$ cat src/rtl/mem_arbiter.sv
// Shares one memory port between instruction fetch and data access, one
// transaction at a time, with alternating grants under contention and halt gating.
//
// state  | meaning
// IDLE   | waiting for a request; grants when not halted
// ACCESS | memory enabled for MEM_LAT cycles from the latched request
// RESP   | one-cycle done pulse to the owner; memory idle
module mem_arbiter #(
  parameter int MEM_LAT = 1,
  parameter int AW      = 16,
  parameter int DW      = 16
) (
  input  logic          clk,
  input  logic          rst,
  input  logic          halt,
  input  logic          f_req,
  input  logic [AW-1:0] f_addr,
  output logic          f_done,
  output logic [DW-1:0] f_rdata,
  input  logic          d_req,
  input  logic [AW-1:0] d_addr,
  input  logic [DW-1:0] d_wdata,
  input  logic          d_rd,
  input  logic          d_wr,
  output logic          d_done,
  output logic [DW-1:0] d_rdata,
  output logic          d_err,
  output logic          mem_en,
  output logic          mem_wr,
  output logic [AW-1:0] mem_addr,
  output logic [DW-1:0] mem_wdata,
  input  logic [DW-1:0] mem_rdata,
  output logic          busy
);

  typedef enum logic [1:0] {IDLE, ACCESS, RESP} state_t;

  localparam int CW = (MEM_LAT > 1) ? $clog2(MEM_LAT) : 1;
  localparam logic [CW-1:0] LAST = CW'(MEM_LAT - 1);

  state_t        state;
  logic [CW-1:0] cnt;
  logic          owner_d;
  logic          last_d;
  logic          wr_q;
  logic [AW-1:0] addr_q;
  logic [DW-1:0] wdata_q;

  logic pick_d;
  logic legal;
  logic in_access;

  // Under contention the requester that did not win last time goes first.
  assign pick_d    = d_req & (~f_req | ~last_d);
  assign legal     = d_rd ^ d_wr;
  assign in_access = (state == ACCESS);

  assign busy      = (state != IDLE);
  assign mem_en    = in_access;
  assign mem_addr  = in_access ? addr_q  : '0;
  assign mem_wdata = in_access ? wdata_q : '0;
  // Gating with rst keeps a write aborted by reset from reaching memory.
  assign mem_wr    = in_access & wr_q & (cnt == LAST) & ~rst;

  always_ff @(posedge clk) begin
    if (rst) begin
      state   <= IDLE;
      cnt     <= '0;
      owner_d <= 1'b0;
      last_d  <= 1'b0;
      wr_q    <= 1'b0;
      addr_q  <= '0;
      wdata_q <= '0;
      f_done  <= 1'b0;
      d_done  <= 1'b0;
      d_err   <= 1'b0;
      f_rdata <= '0;
      d_rdata <= '0;
    end else begin
      f_done <= 1'b0;
      d_done <= 1'b0;
      d_err  <= 1'b0;
      case (state)
        IDLE: begin
          if (!halt && (f_req || d_req)) begin
            owner_d <= pick_d;
            last_d  <= pick_d;
            cnt     <= '0;
            if (pick_d) begin
              addr_q  <= d_addr;
              wdata_q <= d_wdata;
              wr_q    <= d_wr;
              if (legal) begin
                state <= ACCESS;
              end else begin
                state   <= RESP;
                d_done  <= 1'b1;
                d_err   <= 1'b1;
                d_rdata <= '0;
              end
            end else begin
              addr_q <= f_addr;
              wr_q   <= 1'b0;
              state  <= ACCESS;
            end
          end
        end
        ACCESS: begin
          if (cnt == LAST) begin
            state <= RESP;
            if (owner_d) begin
              d_done <= 1'b1;
              if (!wr_q) d_rdata <= mem_rdata;
            end else begin
              f_done  <= 1'b1;
              f_rdata <= mem_rdata;
            end
          end else begin
            cnt <= cnt + 1'b1;
          end
        end
        RESP:    state <= IDLE;
        default: state <= IDLE;
      endcase
    end
  end

endmodule

$ cat config.mk
export PLATFORM = sky130hd
export DESIGN_NAME = mem_arbiter
export DESIGN_NICKNAME = d
export VERILOG_FILES = /design/src/rtl/mem_arbiter.sv
export SDC_FILE = /design/constraint.sdc
export NUM_CORES = 1
export LEC_CHECK = 0
export ABC_AREA = 0
export CAP_MARGIN = 25
export CORE_MARGIN = 2
export CORE_UTILIZATION = 47
export DETAILED_ROUTE_END_ITERATION = 10
export PLACE_DENSITY = 0.87
export SLEW_MARGIN = 20
export SYNTH_ARGS = -nofsm -noshare
export SYNTH_HDL_FRONTEND = slang
export SYNTH_SLANG_ARGS = --single-unit
$ cat constraint.sdc
create_clock -name clk -period 2.44 [get_ports clk]
set_input_delay 0.488 -clock clk [delete_from_list [all_inputs] [get_ports clk]]
set_output_delay 0.488 -clock clk [all_outputs]
set_load 0.01 [all_outputs]
==> flow_summary.json <==
{
  "outcome": "complete, no violations",
  "tightestPinTransition_ns": 0.981,
  "holdPathStages": 2,
  "clkTransAtPathRegs_ns": 0.07,
  "root_buffer": "clkbuf_8",
  "drt_iter0_markers": 219,
  "r2r_end": "f_rdata[12]",
  "gp_congestion": 0.771,
  "powerDensity_nw_per_um2": 545,
  "max_cap_viol_count": 0,
  "synth_cell_types": 42,
  "grt_max_degree": 37,
  "holdPathEnd": "wdata_q[15]",
  "dieArea_um2": 8160,
  "setup_viol": 0,
  "syn_nets": 454,
  "wirelength_mm": 10.6,
  "drive_gt1_share_pct": 11.7,
  "p_clk_share_pct": 36.9,
  "max_stage_delay_ns": 0.58,
  "ir_worst_vdd_v": 0.000342,
  "ant_nets": 0,
  "crit_arrival_ns": 1.85,
  "rr_startpoint": "state[0]",
  "synth-seq-cells": 71,
  "seqPwrFrac_pct": 43.9,
  "diodes": 0,
  "wire_per_inst_um": 17.3,
  "synth_flop_cell": "dfxtp_1",
  "h-tree-depth": 3,
  "post_cts_buffers": 0,
  "place_ws_ns": 0.154,
  "yosysWarnings": 0,
  "grt_pass1_wl_mm": 17.0,
  "area_delta_synth_final_pct": 48.2,
  "cts_buffer_depth": 2,
  "synth-async-reset-ratio_pct": 0,
  "placed_cell_area_um2": 4960,
  "vias": 3612,
  "synth_edf_count": 0,
  "hold_path.startpoint": "wdata_q[15]",
  "power.internal_mw": 2.09,
  "required_ns": 1.95,
  "core-area_um2": 7250,
  "yosysSeqAreaShare_pct": 40.6,
  "drv_slew": 0,
  "finalWorstSetupSlack_ns": 0.101,
  "cts_made_buffers": 9,
  "viasPerCell": 5.91,
  "p_leak_nw": 1.74,
  "cts_resized": 0,
  "cp-start-kind": "flip-flop",
  "fmax_ghz": 0.428,
  "synthCells": 383,
  "numPortBuffers": 140,
  "power_frac_comb_pct": 19.2,
  "postSynthAreaPerCell_um2": 9.14,
  "top_usage_layer": "met2",
  "ios": 141,
  "worst-path-buf-inv": 2,
  "grtUsageMet3_pct": 5.09,
  "crit_family": "buffers and inverters",
  "final_util_pct": 71.6,
  "hpwl_mm": 7.06,
  "slew_headroom_pct": 34.6,
  "rsz0062_at_grt": "false",
  "grt-ovfl-total": 0,
  "netlist_area_um2": 3500,
  "grt_pass1_vias": 3426,
  "firstDrtPassIters": 6,
  "cts_tree": "built",
  "tns_ns": 0,
  "antenna_found_initial": 0,
  "design_area_um2": 5190,
  "die_h_um": 90.3,
  "dieWidth_um": 90.3,
  "fin_nets": 578,
  "p_switching_mw": 0.739,
  "final_hold_viol_count": 0,
  "worst_path_max_delay_cell": "clkdlybuf4s50_1",
  "cp_max_fo": 17,
  "start_util_pct": 48.3,
  "hold_class": "reg2reg",
  "crit_type": "reg2out",
  "reg2reg_depth": 5,
  "skew_ns": 0.00899,
  "use_met2_pct": 39.7,
  "core.rowCount": 31,
  "fin_crit_sh_pct": 95.9,
  "end_kind": "output port",
  "cts.sinks": 71,
  "postCtsHoldBufs": 0,
  "track_usage_pct": 25.0,
  "period_needed_ns": 2.34,
  "switching_share_pct": 26.2,
  "grt_use_met1_pct": 33.7,
  "rrSetupSlack_ns": 0.71,
  "insertion_delay_ns": 0.34,
  "path_cells": "inv_1 -> nor3_1 -> clkdlybuf4s50_1",
  "drc": 0
}
-- cell type report --
type / instances / area [um2]
clock inverters: 5 / 81.3
inverters: 19 / 71.3
clock buffers: 11 / 141
flip-flops and latches: 71 / 1420
repair buffers: 158 / 1550
fillers: 546 / 2060
well taps: 99 / 124
multi-input cells: 248 / 1800
-- sequential cells by signal (all words and copies together) (netlist names) --
signal / flops
d_err: 1
last_d: 1
d_rdata: 16
state: 2
d_done: 1
f_rdata: 16
addr_q: 16
f_done: 1
wdata_q: 16
wr_q: 1
-- cells in the mapped netlist (all sizes together) (2+ instances only) --
cell / n / area, um2
a21oi: 33 / 165
a221oi: 16 / 190
a22o: 16 / 140
a311oi: 2 / 17.5
a31oi: 3 / 18.8
and2: 16 / 100
and4bb: 8 / 100
buf: 16 / 101
clkbuf: 29 / 109
dfxtp: 71 / 1420
inv: 19 / 71.3
nand2: 3 / 11.3
nand2b: 2 / 12.5
nand3: 20 / 100
nand3b: 13 / 97.6
nor2: 2 / 7.51
nor2b: 16 / 100
nor3: 18 / 101
nor4: 2 / 27.5
nor4bb: 5 / 50.1
o211ai: 13 / 97.6
o21ai: 19 / 98.9
o311ai: 14 / 123
o32ai: 16 / 140
-- worst max-delay path by stage --
stage,to,startpoint,depth (start not counted),slack [ns]
finish,mem_addr[14],state[0],3,0.10
global route,mem_addr[10],state[0],3,0.02
CTS,mem_wr,state[0],4,0.07
detailed placement,addr_q[4],d_req,5,0.15
global placement,addr_q[2],d_req,5,0.22
floorplan,mem_wr,rst,4,0.64
-- tightest hold or removal path: stages, from the launching register on --
cell     delay, ns
dfxtp_1       0.31
o21ai_0       0.06
a21oi_1       0.06
-- kinds of logic after synthesis --
kind of cell | count (synthesis) | synth area share [%]
AOI/OAI and AO/OA | 137 | 29.9
xor gates and xnor gates | 1 | 0.250
buffers and inverters | 64 | 8.04
DFF | 71 | 40.6
and+or+nand+nor | 110 | 21.3
-- power groups by stage --
stage	clock network, mW	registers, mW	logic (mW)
detailed placement	0	1.27	0.532
global placement	0	1.27	0.520
floorplan	0	1.27	0.282
CTS	1.05	1.24	0.537
global route	1.11	1.25	0.578
finish	1.04	1.24	0.542
-- metrics by stage --
| stage | power, mW | hold slack, ns | instances |
|---|---|---|---|
| after floorplan | 1.55 | 0.449 | 383 |
| after global placement | 1.79 | 0.455 | 595 |
| after detailed placement | 1.80 | 0.456 | 595 |
| after CTS | 2.83 | 0.474 | 611 |
| after global routing | 2.93 | 0.495 | 611 |
| final | 2.83 | 0.475 | 611 |
-- layout by cell type, fill, tap and decap left out, types with 2 or more instances in the layout --
master | Yosys | layout
o21ai_0 | 18 | 18
nor2b_1 | 16 | 16
nand3_1 | 20 | 20
a221oi_2 | 8 | 8
clkbuf_8 | 0 | 10
nand2b_1 | 2 | 2
o311ai_0 | 14 | 14
and4bb_2 | 8 | 8
bufinv_16 | 0 | 2
o32ai_1 | 16 | 16
o211ai_1 | 13 | 13
dfxtp_1 | 71 | 70
nor3_1 | 17 | 17
clkdlybuf4s50_1 | 0 | 139
a311oi_1 | 2 | 2
buf_4 | 4 | 16
a221oi_1 | 8 | 8
a22o_1 | 16 | 16
nor4bb_1 | 5 | 5
a31oi_1 | 3 | 3
nor2_1 | 2 | 2
a21oi_1 | 33 | 32
and2_1 | 16 | 16
nand2_1 | 3 | 3
nand3b_1 | 13 | 13
inv_1 | 19 | 19
-- per-layer routing --
layer / wire length, um / share of wire [%]
met2: 5050 / 48
met1: 4550 / 43
met5: 0 / 0
met4: 199 / 1.9
met3: 766 / 7.2
Note: power is estimated with default switching activity, not from simulation.
